<file path="config.mk">
export PLATFORM = sky130hd
export DESIGN_NAME = mem_stage_lsu
export DESIGN_NICKNAME = d
export VERILOG_FILES = /design/src/rtl/mem_stage_lsu_pkg.sv /design/src/rtl/mem_stage_lsu_align.sv /design/src/rtl/mem_stage_lsu.sv
export SDC_FILE = /design/constraint.sdc
export NUM_CORES = 1
export LEC_CHECK = 0
export CAP_MARGIN = 0
export CORE_UTILIZATION = 48
export DETAILED_ROUTE_END_ITERATION = 6
export PLACE_DENSITY = 0.84
export SETUP_SLACK_MARGIN = 0.05
export SLEW_MARGIN = 30
export SYNTH_ARGS = -nofsm -noshare
export SYNTH_HDL_FRONTEND = slang
export SYNTH_HIERARCHICAL = 1
export SYNTH_SLANG_ARGS = --single-unit
</file>
<file path="constraint.sdc">
create_clock -name clk -period 2.1 [get_ports clk]
set_input_delay 0.21 -clock clk [delete_from_list [all_inputs] [get_ports clk]]
set_output_delay 0.21 -clock clk [all_outputs]
set_load 0.05 [all_outputs]
</file>
<file path="src/rtl/mem_stage_lsu_pkg.sv">
// rtl/mem_stage_lsu_pkg.sv - shared types and constants for the memory-stage LSU
package mem_stage_lsu_pkg;

  localparam int LSU_DATA_WIDTH = 32;
  localparam int LSU_ADDR_WIDTH = 32;
  localparam int LSU_REG_ADDR_W = 5;

  localparam logic [2:0] F3_B  = 3'b000;
  localparam logic [2:0] F3_H  = 3'b001;
  localparam logic [2:0] F3_W  = 3'b010;
  localparam logic [2:0] F3_BU = 3'b100;
  localparam logic [2:0] F3_HU = 3'b101;

  typedef enum logic {
    IDLE = 1'b0,
    REQ  = 1'b1
  } lsu_state_t;

endpackage

</file>
<file path="src/rtl/mem_stage_lsu_align.sv">
// rtl/mem_stage_lsu_align.sv - store lane formatting, load extraction/extension, misalign check
module lsu_align
  import mem_stage_lsu_pkg::*;
#(
  parameter int DATA_WIDTH = LSU_DATA_WIDTH
) (
  input  logic [1:0]            addr_lo,
  input  logic [2:0]            funct3,
  input  logic [DATA_WIDTH-1:0] store_data,
  input  logic [DATA_WIDTH-1:0] load_data,
  output logic [3:0]            wstrb,
  output logic [DATA_WIDTH-1:0] wdata,
  output logic [DATA_WIDTH-1:0] load_result,
  output logic                  misalign
);

  logic [7:0]  load_byte;
  logic [15:0] load_half;

  assign load_byte = load_data[{addr_lo, 3'b000} +: 8];
  assign load_half = load_data[{addr_lo[1], 4'b0000} +: 16];

  // Unsupported encodings are reported as misaligned so no access is issued.
  always_comb begin
    misalign = 1'b0;
    case (funct3)
      F3_B, F3_BU: misalign = 1'b0;
      F3_H, F3_HU: misalign = addr_lo[0];
      F3_W:        misalign = (addr_lo != 2'b00);
      default:     misalign = 1'b1;
    endcase
  end

  always_comb begin
    wstrb = 4'b0000;
    wdata = '0;
    case (funct3[1:0])
      2'b00: begin
        wstrb = 4'b0001 << addr_lo;
        wdata = {4{store_data[7:0]}};
      end
      2'b01: begin
        wstrb = 4'b0011 << {addr_lo[1], 1'b0};
        wdata = {2{store_data[15:0]}};
      end
      2'b10: begin
        wstrb = 4'b1111;
        wdata = store_data;
      end
      default: begin
        wstrb = 4'b0000;
        wdata = '0;
      end
    endcase
  end

  always_comb begin
    load_result = '0;
    case (funct3)
      F3_B:    load_result = {{(DATA_WIDTH-8){load_byte[7]}}, load_byte};
      F3_H:    load_result = {{(DATA_WIDTH-16){load_half[15]}}, load_half};
      F3_W:    load_result = load_data;
      F3_BU:   load_result = {{(DATA_WIDTH-8){1'b0}}, load_byte};
      F3_HU:   load_result = {{(DATA_WIDTH-16){1'b0}}, load_half};
      default: load_result = '0;
    endcase
  end

endmodule

</file>
<file path="src/rtl/mem_stage_lsu.sv">
// rtl/mem_stage_lsu.sv - memory-stage load/store unit with MEM/WB pipeline register
module mem_stage_lsu
  import mem_stage_lsu_pkg::*;
#(
  parameter int DATA_WIDTH = LSU_DATA_WIDTH,
  parameter int ADDR_WIDTH = LSU_ADDR_WIDTH,
  parameter int REG_ADDR_W = LSU_REG_ADDR_W
) (
  input  logic                  clk,
  input  logic                  rst_n,
  input  logic                  ex_valid,
  input  logic                  ex_flush,
  input  logic [DATA_WIDTH-1:0] ex_alu_o,
  input  logic [DATA_WIDTH-1:0] ex_wb_data,
  input  logic [DATA_WIDTH-1:0] ex_rs2,
  input  logic [2:0]            ex_funct3,
  input  logic                  ex_mem_read,
  input  logic                  ex_mem_write,
  input  logic                  ex_reg_write,
  input  logic [REG_ADDR_W-1:0] ex_rd,
  output logic                  stall_o,
  output logic                  mem_req,
  output logic                  mem_we,
  output logic [ADDR_WIDTH-1:0] mem_addr,
  output logic [DATA_WIDTH-1:0] mem_wdata,
  output logic [3:0]            mem_wstrb,
  input  logic                  mem_ready,
  input  logic [DATA_WIDTH-1:0] mem_rdata,
  output logic                  wb_valid,
  output logic                  wb_reg_write,
  output logic [REG_ADDR_W-1:0] wb_rd,
  output logic [DATA_WIDTH-1:0] wb_data,
  output logic                  wb_misalign
);

  lsu_state_t            state;
  logic [2:0]            lat_funct3;
  logic [1:0]            lat_addr_lo;
  logic [REG_ADDR_W-1:0] lat_rd;
  logic                  lat_reg_write;

  logic                  accept;
  logic                  is_mem;
  logic                  ex_misalign;
  logic [3:0]            ex_wstrb;
  logic [DATA_WIDTH-1:0] ex_wdata;
  logic [DATA_WIDTH-1:0] ld_result;
  logic [DATA_WIDTH-1:0] unused_ex_load;
  logic [DATA_WIDTH-1:0] unused_ld_wdata;
  logic [3:0]            unused_ld_wstrb;
  logic                  unused_ld_misalign;

  assign accept  = ex_valid & ~ex_flush;
  assign is_mem  = ex_mem_read | ex_mem_write;
  assign stall_o = (state == REQ);

  lsu_align #(.DATA_WIDTH(DATA_WIDTH)) u_align_store (
    .addr_lo     (ex_alu_o[1:0]),
    .funct3      (ex_funct3),
    .store_data  (ex_rs2),
    .load_data   ('0),
    .wstrb       (ex_wstrb),
    .wdata       (ex_wdata),
    .load_result (unused_ex_load),
    .misalign    (ex_misalign)
  );

  lsu_align #(.DATA_WIDTH(DATA_WIDTH)) u_align_load (
    .addr_lo     (lat_addr_lo),
    .funct3      (lat_funct3),
    .store_data  ('0),
    .load_data   (mem_rdata),
    .wstrb       (unused_ld_wstrb),
    .wdata       (unused_ld_wdata),
    .load_result (ld_result),
    .misalign    (unused_ld_misalign)
  );

  always_ff @(posedge clk or negedge rst_n) begin
    if (!rst_n) begin
      state         <= IDLE;
      mem_req       <= 1'b0;
      mem_we        <= 1'b0;
      mem_addr      <= '0;
      mem_wdata     <= '0;
      mem_wstrb     <= 4'b0000;
      lat_funct3    <= 3'b000;
      lat_addr_lo   <= 2'b00;
      lat_rd        <= '0;
      lat_reg_write <= 1'b0;
      wb_valid      <= 1'b0;
      wb_reg_write  <= 1'b0;
      wb_rd         <= '0;
      wb_data       <= '0;
      wb_misalign   <= 1'b0;
    end else begin
      case (state)
        IDLE: begin
          wb_misalign <= 1'b0;
          if (accept && is_mem && ex_misalign) begin
            wb_valid     <= 1'b1;
            wb_misalign  <= 1'b1;
            wb_reg_write <= 1'b0;
            wb_rd        <= ex_rd;
            wb_data      <= '0;
          end else if (accept && is_mem) begin
            // A set write bit wins over read, so read+write is issued as a store.
            state         <= REQ;
            mem_req       <= 1'b1;
            mem_we        <= ex_mem_write;
            mem_addr      <= {ex_alu_o[ADDR_WIDTH-1:2], 2'b00};
            mem_wdata     <= ex_mem_write ? ex_wdata : '0;
            mem_wstrb     <= ex_mem_write ? ex_wstrb : 4'b0000;
            lat_funct3    <= ex_funct3;
            lat_addr_lo   <= ex_alu_o[1:0];
            lat_rd        <= ex_rd;
            lat_reg_write <= ex_reg_write;
            wb_valid      <= 1'b0;
            wb_reg_write  <= 1'b0;
          end else if (accept) begin
            wb_valid     <= 1'b1;
            wb_reg_write <= ex_reg_write;
            wb_rd        <= ex_rd;
            wb_data      <= ex_wb_data;
          end else begin
            wb_valid     <= 1'b0;
            wb_reg_write <= 1'b0;
          end
        end
        REQ: begin
          wb_misalign <= 1'b0;
          if (mem_ready) begin
            state        <= IDLE;
            mem_req      <= 1'b0;
            mem_we       <= 1'b0;
            mem_addr     <= '0;
            mem_wdata    <= '0;
            mem_wstrb    <= 4'b0000;
            wb_valid     <= 1'b1;
            wb_rd        <= lat_rd;
            wb_reg_write <= lat_reg_write & ~mem_we;
            wb_data      <= mem_we ? '0 : ld_result;
          end else begin
            wb_valid     <= 1'b0;
            wb_reg_write <= 1'b0;
          end
        end
        default: state <= IDLE;
      endcase
    end
  end

endmodule

</file>
**Word-level counts from Yosys, hierarchy flattened**

Index checks and enable logic that the tools add are counted.

- Register bits after elaboration: 122
- Bits in latches: 0
- RAM bits: 0
- Bits in read-only memories: 0
- Input port bits: 144
- Logic and storage cells: 103
- Memories: 0

- Add/subtract/negate cells: 0
- Multiply operators: 0
- Div/mod/pow operators: 0
- $lt $le $gt $ge: 0
- Equal/unequal tests: 15
- Shifts and indexed selects: 4
- Muxes and demuxes: 51
- Bitwise operators: 7
- Reduce and logical (&&, ||, !) cells: 11

Operators by type and width:

| cell | count |
|---|---|
| 32-bit two-way mux | 11 |
| 32-bit case mux with 2 select lines | 3 |
| 32-bit case mux with 5 select lines | 1 |
| 32-bit case mux with 3 select lines | 1 |
| 32-bit by 6-bit variable part select with 16-bit output | 1 |
| 32-bit by 6-bit variable part select with 8-bit output | 1 |
| 5-bit two-way mux | 4 |
| 1-bit two-way mux | 17 |
| 4-bit two-way mux | 4 |
| 3-bit equality test (second input constant) | 4 |
| 1-bit case mux with 2 select lines | 6 |
| 4-bit case mux with 3 select lines | 1 |
| 5-bit case mux with 2 select lines | 1 |
| 3-bit AND reduction | 3 |
| 4-bit case mux with 2 select lines | 1 |
| 3-bit by 1-bit equality test with 1-bit output (second input constant) | 2 |
| 3-bit by 2-bit equality test with 1-bit output (second input constant) | 2 |
| 3-bit logical NOT | 2 |
| 2-bit inequality test (second input constant) | 3 |
| 3-bit inequality test (second input constant) | 2 |
| 1-bit NOT | 4 |
| 2-bit OR reduction | 2 |
| 1-bit by 2-bit << shifter with 4-bit output (first input constant) | 1 |
| 2-bit by 2-bit << shifter with 4-bit output (first input constant) | 1 |
| other kinds (8) | 10 |

**Logic depth before layout (Yosys ltp)**

Gate-level depths: netlist of the first run.

- Depth after elaboration: 6
- Depth in mapped cells: 10
- Depth with buffers taken out: 6

**Hierarchy**

The synthesis of the first run kept the hierarchy.

Modules (own cells, without submodules):

| module | instances | cells each | area each (um^2) | seq. area each (um^2) |
|---|---|---|---|---|
| mem_stage_lsu | 1 | 517 | 5335.1 | 3002.9 |
| lsu_align | 2 | 192 | 1396.3 | 0.0 |

**Least setup slack after synthesis of the first run**

OpenSTA, ideal clock, no wires.

- Path kind: flip-flop to flip-flop
- From: reg state, in the netlist stall_o
- To: reg wb_rd[0]
- Setup time: 0.125 ns
- Data arrival time: 1.985 ns
- Required time: 1.975 ns
- Slack: -0.009 ns
- Stages on the path, launching flop included: 7
- Buffers on the path: 2
- Cell sequence: dfrtp_1 -> buf_6 -> or3b_1 -> buf_2 -> o21a_4 -> clkinv_1 -> mux2_2

- Word-level cells in the longest chain between the ends: 3
- Elaborated cells on any way between the ends: 6
- Classes of those cells: eq/ne: 3; mux: 1; bitwise: 1; reduce/logical: 1

Ends and longest elaborated chain:

| item | RTL line | text |
|---|---|---|
| from (decl) | mem_stage_lsu.sv:36 | `lsu_state_t state;` |
| from (signal assigned) | mem_stage_lsu.sv:81 | `state <= IDLE;` |
| from (signal assigned) | mem_stage_lsu.sv:108 | `state <= REQ;` |
| from (signal assigned) | mem_stage_lsu.sv:133 | `state <= IDLE;` |
| 1-bit NOT (no line) | n/a |  |
| 3-bit inequality test (no line) | n/a |  |
| 3-bit AND reduction (no line) | n/a |  |
| to (signal assigned) | mem_stage_lsu.sv:104 | `wb_rd <= ex_rd;` |
| to (signal assigned) | mem_stage_lsu.sv:123 | `wb_rd <= ex_rd;` |
| to (signal assigned) | mem_stage_lsu.sv:140 | `wb_rd <= lat_rd;` |
| to (decl) | mem_stage_lsu.sv:31 | `output logic [REG_ADDR_W-1:0] wb_rd,` |

Parallel ways exist; a longest one is shown, timed or not.
A chain may end at the register's enable or synchronous reset.

**Final worst setup path of the first run**

- From: reg mem_we
- To: out mem_we

RTL lines:

| item | RTL line | text |
|---|---|---|
| from (decl) | mem_stage_lsu.sv:23 | `output logic mem_we,` |
| from (signal assigned) | mem_stage_lsu.sv:110 | `mem_we <= ex_mem_write;` |

No word-level cell between the ends.

==> metrics.txt, run 1 <==
outcome=finished clean; die area=around 15,000 um^2; Post-DRT Antenna Nets=0; Area Overhead vs Synth=49.0%; largest net degree at the start of global routing=slightly below 70; Leak=4.16 nW; Post-Route Skew=roughly 0.013 ns; Post-Synthesis Cell Area=approximately 6800 um^2; max cap viols=0; DR iter-0 viols=708; Final Slew Violations=0; die height=between 100 and 150 um; maximum vdd drop=0.000617 V; clock sinks=120; global-route wire length before repair=~36,000 um; die width=between 100 and 150 um; fin crit share=between 90 and 100%; initial antenna violation count=0; H-tree levels=4; startpoint class of the critical path=flop; clock latency on the worst-skew pair=around 0.41 ns; Antenna Cells=0; slew margin rel.=~60%; # fillers=1,022; Post-CTS Setup Inserts=0; CP cell instances=clkdlybuf4s50_1; core area=~14,000 um^2; Vias/cell=approximately 6.2; worst setup margin=0.155 ns; Final setup viols=0; CTS tree=built; Final nets=between 1,000 and 1,500; critical path arrival=1.74 ns; fraction of layout cells with a size suffix above 1=13.9%; Synth warnings=6; max incr delay on CP=between 0.8 and 0.9 ns; register area=3000 um^2; Tmin final=just under 2 ns; Worst-path clk slew=around 0.060 ns; Setup TNS=0 ns; starting density of the core=between 40% and 50%; total gr overflow=0; row count=43; PwrDens=between 1000 and 1500 nW/um^2; Total Routing Usage GR=31.4%; post-route cell area=~10,000 um^2; number of global-route vias before repair=roughly 7,000; worst slew pin tran=0.597 ns; DR WL/cell=between 20 and 25 um; I/O pins=255; Post-Synthesis Cells=724; Longest Clk Path Bufs=2; routed via count=around 7,000; Crit Path Class=reg -> out; post-DP HPWL=roughly 16,000 um; clock root buffer=clkbuf_16; gpl congestion=around 0.9; area of the multi-input gates=roughly 3300 um^2; cts bufs inserted=17; drt pass-1 iters=5; required time of the critical path=~1.9 ns; Post-Layout Cell Count=between 1,000 and 1,500; worst-path fanout max=5; PortBufs=about 250; delay-heaviest family, CP=buffers and inverters; crit path buf inv count=1; Placed Cells=1,102; Max Clk Rate=514 MHz; Avg Cell Area, Syn=roughly 9.4 um^2; min-delay worst type=in -> async; Hold Fails Final Rpt=0; placed cell areas=~9500 um^2; worst hold slack=0.337 ns; critical path's slowest cell=clkdlybuf4s50_1; pre-CTS WS=0.0139 ns; crit end category=output port; DRT Wirelength=between 20,000 and 25,000 um; Post-route DRC=0; RSZ-0062 raised after global routing=false
## cells in the final DEF (no fill, tap or decap), types with 8 or more instances in the layout
| cell type | count |
|---|---|
| a21oi_1 | 8 |
| nand3_1 | 30 |
| dfrtp_1 | 119 |
| mux2i_1 | 14 |
| o211ai_1 | 32 |
| clkdlybuf4s50_1 | 250 |
| nand4_1 | 36 |
| nor2_1 | 13 |
| buf_12 | 9 |
| a21o_1 | 14 |
| a211oi_1 | 10 |
| clkbuf_16 | 17 |
| o21ai_0 | 87 |
| a22oi_1 | 55 |
| nand2_1 | 81 |
| buf_4 | 32 |
| mux2_2 | 36 |
| o31ai_1 | 31 |
## power by group
part	leakage, nW	total, mW	internal [mW]	switching, mW
clock	0.285	3.00	1.93	1.08
sequential	1.55	3.10	2.77	0.327
combinational	2.32	4.49	1.71	2.78
total	4.16	10.6	6.40	4.18
## registers in the layout, summed over array words and instances, names as in the netlist, 2 cells and up
| register | flops |
|---|---|
| mem_wdata | 32 |
| wb_data | 32 |
| mem_addr | 30 |
| lat_rd | 5 |
| wb_rd | 5 |
| mem_wstrb | 4 |
| lat_funct3 | 3 |
| lat_addr_lo | 2 |
## metrics by stage
step	utilization (%)	power, mW
2_1_floorplan	-	5.94
3_3_place_gp	68.6	7.49
3_5_place_dp	68.6	7.57
4_1_cts	73.1	10.6
5_1_grt	73.1	11.0
6_report	73.1	10.6
## cell type report
cell class	instances	share of cell area [%]
Clock buffer	21	4.54
Clock inverter	11	1.46
Inverter	7	0.259
Multi-Input combinational cell	503	32.9
Sequential cell	120	29.6
Tap cell	180	2.22
Timing Repair Buffer	293	29.0
## routing by layer
metal	part of all wire, %	GRT usage (%)	up-vias	routed length, um
li1	-	-	3118	-
met1	39	38.1	3391	9030
met2	48	52.4	436	11100
met3	10	8.18	69	2340
met4	3.0	14.1	0	692
met5	0	0	-	0
## timing repair
| action | CTS | global route |
|---|---|---|
| gates resized for setup | 1 | 0 |
| hold endpoints to repair | 39 | 0 |
| endpoints found under the setup margin | 1 | 0 |
| hold buffers | 1 | 0 |
## final timing paths
check / from / to / slack, ns / cells after the start
max: mem_we$_DFFE_PN0P_ / mem_we / 0.15 / 1
min: rst_n / wb_data[9]$_DFFE_PN0P_ / 0.34 / 2
max reg2reg: lat_addr_lo[1]$_DFFE_PN0P_ / wb_data[13]$_DFFE_PN0P_ / 0.20 / 6
min reg2reg: lat_rd[1]$_DFFE_PN0P_ / lat_rd[1]$_DFFE_PN0P_ / 0.50 / 1
max in group asynchronous: rst_n / wb_data[5]$_DFFE_PN0P_ / 1.06 / 3
min in group clk: ex_alu_o[7] / mem_addr[7]$_DFFE_PN0P_ / 0.37 / 3
Note: power is estimated with default switching activity, not from simulation.
==> inputs of run 2 (changes only) <==
clock period = 1.9 ns   (was 2.1 ns; I/O delays follow)
==> run 2 against run 1 <==
  * Combinational power is 13% higher
  * Via count is 0.36% higher
  * Register-to-register slack worse by 0.16 ns
  * Cell area is 2.0% higher
  * Total power is 13% higher
  * Worst setup slack worse by 0.11 ns
  * First-iteration DRC count is 23% higher
  * Final cell count is 0.97% higher
  * Critical path depth is 5 higher
  * Global-route usage is 0.71 points lower
  * Sequential share of layout area is 0.54 points lower
  * Clock skew is 0.00091 ns higher
  * Critical path type is now reg -> reg
==> metrics.txt, run 2 (synthesis gave the netlist of run 1 again) <==
outcome=finished clean (unchanged); maximum vdd drop=0.000776 V (was 0.000617 V); placed cell areas=9690 um^2 (was 9530 um^2); Hold Fails Final Rpt=0 (unchanged); H-tree levels=4 (unchanged); worst setup margin=0.0403 ns (was 0.155 ns); worst slew pin tran=0.563 ns (was 0.597 ns); max incr delay on CP=0.45 ns (was 0.86 ns); min-delay worst type=in -> async (unchanged); clock root buffer=clkbuf_16 (unchanged); Flop pwr share=28.6% (was 29.2%); Antenna Cells=0 (unchanged); Leak=4.26 nW (was 4.16 nW); worst-case reg-to-reg path depth=6 (unchanged); number of global-route vias before repair=6,662 (was 6,851); I/O pins=255 (unchanged); most frequent cells in the layout=248 x clkdlybuf4s50_1, 116 x dfrtp_1, 86 x o21ai_0, 81 x nand2_1, 55 x a22oi_1 (was 250 x clkdlybuf4s50_1, 119 x dfrtp_1, 87 x o21ai_0, 81 x nand2_1, 55 x a22oi_1); row count=43 (unchanged); DR WL/cell=19.6 um (was 20.4 um); drt pass-1 iters=5 (unchanged); Final setup viols=0 (unchanged); pre-CTS WS=-0.0969 ns (was 0.0139 ns); largest net degree at the start of global routing=69 (was 68); RSZ-0062 raised after global routing=false (unchanged); Crit Path Class=reg -> reg (was reg -> out); Final nets=1,097 (was 1,086); PortBufs=252 (unchanged); core area=13,900 um^2 (unchanged); delay-heaviest family, CP=compound AO/OA/AOI/OAI gates (was buffers and inverters); total gr overflow=0 (unchanged); Worst-path clk slew=0.06 ns (about the same); Post-DRT Antenna Nets=0 (unchanged); Tmin final=~1.9 ns; Sw Ratio=38.7% (was 39.5%); commonest non-fill, non-tap cell in the layout=clkdlybuf4s50_1 (unchanged); startpoint class of the critical path=flop (unchanged); starting density of the core=49.0% (unchanged); die area=14,700 um^2 (unchanged); Longest Clk Path Bufs=2 (unchanged); global-route wire length before repair=35,100 um (was 35,600 um); worst hold slack=0.323 ns (was 0.337 ns); post-DP HPWL=15,400 um (was 15,900 um); die height=121 um (unchanged); Top cell by count, worst path=a22oi_1; DRT Wirelength=22,400 um (was 23,200 um); slew margin rel.=62.3% (was 60.2%); fin crit share=a little over nine tenths; Vias/cell=6.14 (was 6.18); Final Slew Violations=0 (unchanged); # fillers=972 (was 1,022); required time of the critical path=2.18 ns (was 1.89 ns); cts bufs inserted=17 (unchanged); worst-path fanout max=10 (was 5); gpl congestion=0.924 (was 0.899); crit end category=flop (was output port); clock sinks=120 (unchanged); Max Clk Rate=roughly 540 MHz; PwrDens=1150 nW/um^2 (was 1040 nW/um^2); routed via count=7,039 (was 7,014); Post-CTS Setup Inserts=0 (unchanged); Post-Route Skew=0.0143 ns (was 0.0134 ns); cell-internal power=7.31 mW (was 6.40 mW); CTS tree=built (unchanged); clock latency on the worst-skew pair=0.41 ns (about the same); Largest regs=mem_wdata x32, wb_data x32, mem_addr x30 (unchanged); Post-route DRC=0 (unchanged); die width=121 um (unchanged); Area Overhead vs Synth=52.0% (was 49.0%); critical path's slowest cell=dfrtp_2 (was clkdlybuf4s50_1); critical path arrival=2.14 ns (was 1.74 ns); initial antenna violation count=1 (was 0); Total Routing Usage GR=30.7% (was 31.4%); clock power share=28.8% (was 28.4%); CP cell instances=mux2_4, buf_4, a22oi_1, a211oi_2, a22oi_1, o31ai_1 (was clkdlybuf4s50_1); combinational share of power=42.6% (was 42.4%); max cap viols=0 (unchanged); DR iter-0 viols=870 (was 708); post-route cell area=10,300 um^2 (was 10,100 um^2); Levels on crit path=6 (was 1); crit path buf inv count=1 (unchanged); fraction of layout cells with a size suffix above 1=16.0% (was 13.9%); Net Sw Power=4.62 mW (was 4.18 mW)
[run 2: cell types whose count changed in the layout (fill, tap and decap cells not counted), moves of 2 or more]
cell / previous run / this run
dfrtp_2: 1 / 4
dfrtp_1: 119 / 116
clkdlybuf4s50_1: 250 / 248
buf_12: 9 / 15
buf_4: 32 / 40
a211oi_1: 10 / 8
a211oi_2: 6 / 8
[run 2: per-layer routing]
| layer | track usage [%] | wire [um] | vias to the layer above |
|---|---|---|---|
| met1 | 39.6 | 9010 | 3371 |
| met4 | 11.7 | 695 | 2 |
| li1 | - | - | 3139 |
| met2 | 48.6 | 10400 | 466 |
| met5 | 0 | 11 | - |
| met3 | 9.07 | 2280 | 61 |
[run 2: worst register-to-register path: stages (launching register included)]
cell and delay (ns):
dfrtp_2 0.45, mux2_4 0.39, buf_4 0.17, a22oi_1 0.24
a211oi_2 0.12, a22oi_1 0.26, o31ai_1 0.10
[run 2: through the flow]
stage,power [mW],std cells,TNS (ns),util [%]
finish,11.9,1146,0,74.5
global route,12.4,1146,0,74.5
CTS,11.9,1146,0,74.4
detailed placement,8.46,1113,-5.30,69.8
global placement,8.37,1113,-2.14,69.8
floorplan,6.58,725,-0.190,-
[run 2: final timing paths]
check	endpoint	start	slack, ns
min in group clk	mem_addr[12]$_DFFE_PN0P_	ex_alu_o[12]	0.36
worst min-delay path	wb_data[10]$_DFFE_PN0P_	rst_n	0.32
worst max-delay path	wb_data[17]$_DFFE_PN0P_	lat_addr_lo[1]$_DFFE_PN0P_	0.04
worst max register to register	wb_data[17]$_DFFE_PN0P_	lat_addr_lo[1]$_DFFE_PN0P_	0.04
max in group asynchronous	mem_wdata[22]$_DFFE_PN0P_	rst_n	1.23
worst min register to register	lat_rd[3]$_DFFE_PN0P_	lat_rd[3]$_DFFE_PN0P_	0.51
[run 2: repair_timing]
action | 4_1_cts | 5_1_grt
endpoints found under the setup margin | 1 | 20
hold endpoints to repair | 120 | 0
hold buffers | 1 | 0
pin swaps | 0 | 2
gates resized for setup | 1 | 7
[run 2: cell type report]
class	count	area [um^2]	share of cell area, %
tap	180	225	2.18
inverter	7	31.3	0.302
clock inverter	11	170	1.64
clock buffer	21	460	4.45
timing repair buffer	304	3090	29.9
multi-input combinational	503	3360	32.5
sequential	120	3010	29.1
[run 2: power groups by stage]
stage / clock, mW / combinational (mW) / sequential [mW]
after floorplan: 0 / 1.67 / 4.91
after CTS: 3.46 / 5.05 / 3.41
after detailed placement: 0 / 5.02 / 3.44
final: 3.43 / 5.08 / 3.42
after global placement: 0 / 4.95 / 3.42
after global routing: 3.59 / 5.34 / 3.48
==> RTL edit: new RTL, settings of run 2 <==
`LSU_ADDR_WIDTH`: 32 -> 16.
--- a/src/rtl/mem_stage_lsu_pkg.sv
+++ b/src/rtl/mem_stage_lsu_pkg.sv
@@ -2,7 +2,7 @@
 package mem_stage_lsu_pkg;
 
   localparam int LSU_DATA_WIDTH = 32;
-  localparam int LSU_ADDR_WIDTH = 32;
+  localparam int LSU_ADDR_WIDTH = 16;
   localparam int LSU_REG_ADDR_W = 5;
 
   localparam logic [2:0] F3_B  = 3'b000;
Ports: changed (resized mem_addr); port bits go from 255 to 239. No check against the original RTL was run, so the function may have changed too.
==> RTL edit against run 2 <==
- clock skew shrank 0.0079 ns
- via count shrank 16%
- sequential cell count shrank 16
- final cell count shrank 11%
- critical endpoint is now wb_data[11]
- synthesized area shrank 7.1%
- synthesized cell count shrank 11%
- power shrank 21%
- wire length shrank 9.6%
- hold slack gained 0.049 ns
- worst setup slack gained 0.084 ns
- critical path type unchanged
- count of clock-buffer cells in the layout shrank 11
- combinational power shrank 8.3%
- maximum frequency grew 4.8%
- design area shrank 12%
==> RTL edit: results (changes against run 2) <==
.. list-table::
   :header-rows: 1

   * - Metric
     - Value
   * - Status
     - completed (unchanged)
   * - DRT Wirelength
     - 20.27 mm (was 22.42 mm)
   * - WL met1
     - 8.410 mm (was 9.011 mm)
   * - Instance count of the mapped netlist
     - 642 (was 724)
   * - Total placed cells including tap cells
     - 1007 (was 1113)
   * - Maximum number of pins on one net before global-route repair
     - 44 (was 69)
   * - Largest registers ranked by flip-flop count
     - mem_wdata (32), wb_data (32), mem_addr (14) (was mem_wdata (32), wb_data (32), mem_addr (30))
   * - Nets
     - 991 (was 1097)
   * - Placed cell areas
     - 8781 µm² (was 9687 µm²)
   * - Post-DP HPWL
     - 14.79 mm (was 15.39 mm)
   * - Total length of routed met2 wires
     - 9.637 mm (was 10.42 mm)
   * - Termination of the worst setup path
     - wb_data[11] (was wb_data[17])
   * - Met3 track demand over resource
     - 0.07732 (was 0.09070)
   * - Number of buffers inserted during clock tree synthesis
     - 9 (was 17)
   * - Final weighted congestion in routability-driven placement
     - 0.8917 (was 0.9244)
   * - Critical Path RT
     - 2.13 ns (was 2.18 ns)
   * - Worst hold path type
     - input pin to flip-flop (was input pin to asynchronous set/reset pin)
   * - Clk pin slew, worst setup/hold paths
     - 0.08 ns (was 0.06 ns)
   * - GRT met1 Usage
     - 0.3822 (was 0.3960)
   * - H-tree depth
     - 3 (was 4)
   * - GRT Util Overall
     - 0.2998 (was 0.3073)
   * - PnR worst setup slack
     - 0.1248 ns (was 0.04032 ns)
   * - Leakage
     - 0.003809 µW (was 0.004261 µW)
   * - Max transition margin
     - 0.6253 (was 0.6235)
   * - Initial antenna violation count
     - 0 (was 1)
   * - First-pass GRT wire length
     - 30.95 mm (was 35.13 mm)
   * - Routed wl met3
     - 1.817 mm (was 2.280 mm)
   * - Worst r2r src
     - lat_addr_lo[0] (was lat_addr_lo[1])
   * - Minimum setup slack after placement
     - -0.1676 ns (was -0.09687 ns)
   * - DRC marker count from the first detailed-route iteration
     - 410 (was 870)
   * - DR top layer
     - met4 (was met5)
## RTL edit: cell types whose count changed in the layout (fill, tap and decap cells not counted), sizes merged, moves of 4 or more
cell,delta
nand2,+18
bufinv,-4
buf,-4
clkbuf,-11
clkdlybuf4s50,-31
nand3,-30
mux2i,+51
o21ai,-67
inv,+18
dfrtp,-16
nand4,-35
## RTL edit: repair_timing
action | CTS | global route
pin swaps | 0 | 1
resized for setup | 2 | 5
gates cloned | 0 | 0
hold buffers | 1 | 0
endpoints found under the hold margin | 30 | 0
endpoints found under the setup margin | 2 | 3
## RTL edit: report_power, final
group,switching [µW],total [µW],internal (µW)
clock,899,1840,943
combinational,2810,4660,1850
sequential,306,2970,2670
## RTL edit: cell type report
cell class	count	share of cell area
Inverter	23	0.009502
Timing Repair Buffer	271	0.2952
Tap cell	172	0.02368
Clock buffer	10	0.02630
Clock inverter	6	0.005370
Multi-Input combinational cell	438	0.3531
Sequential cell	104	0.2868
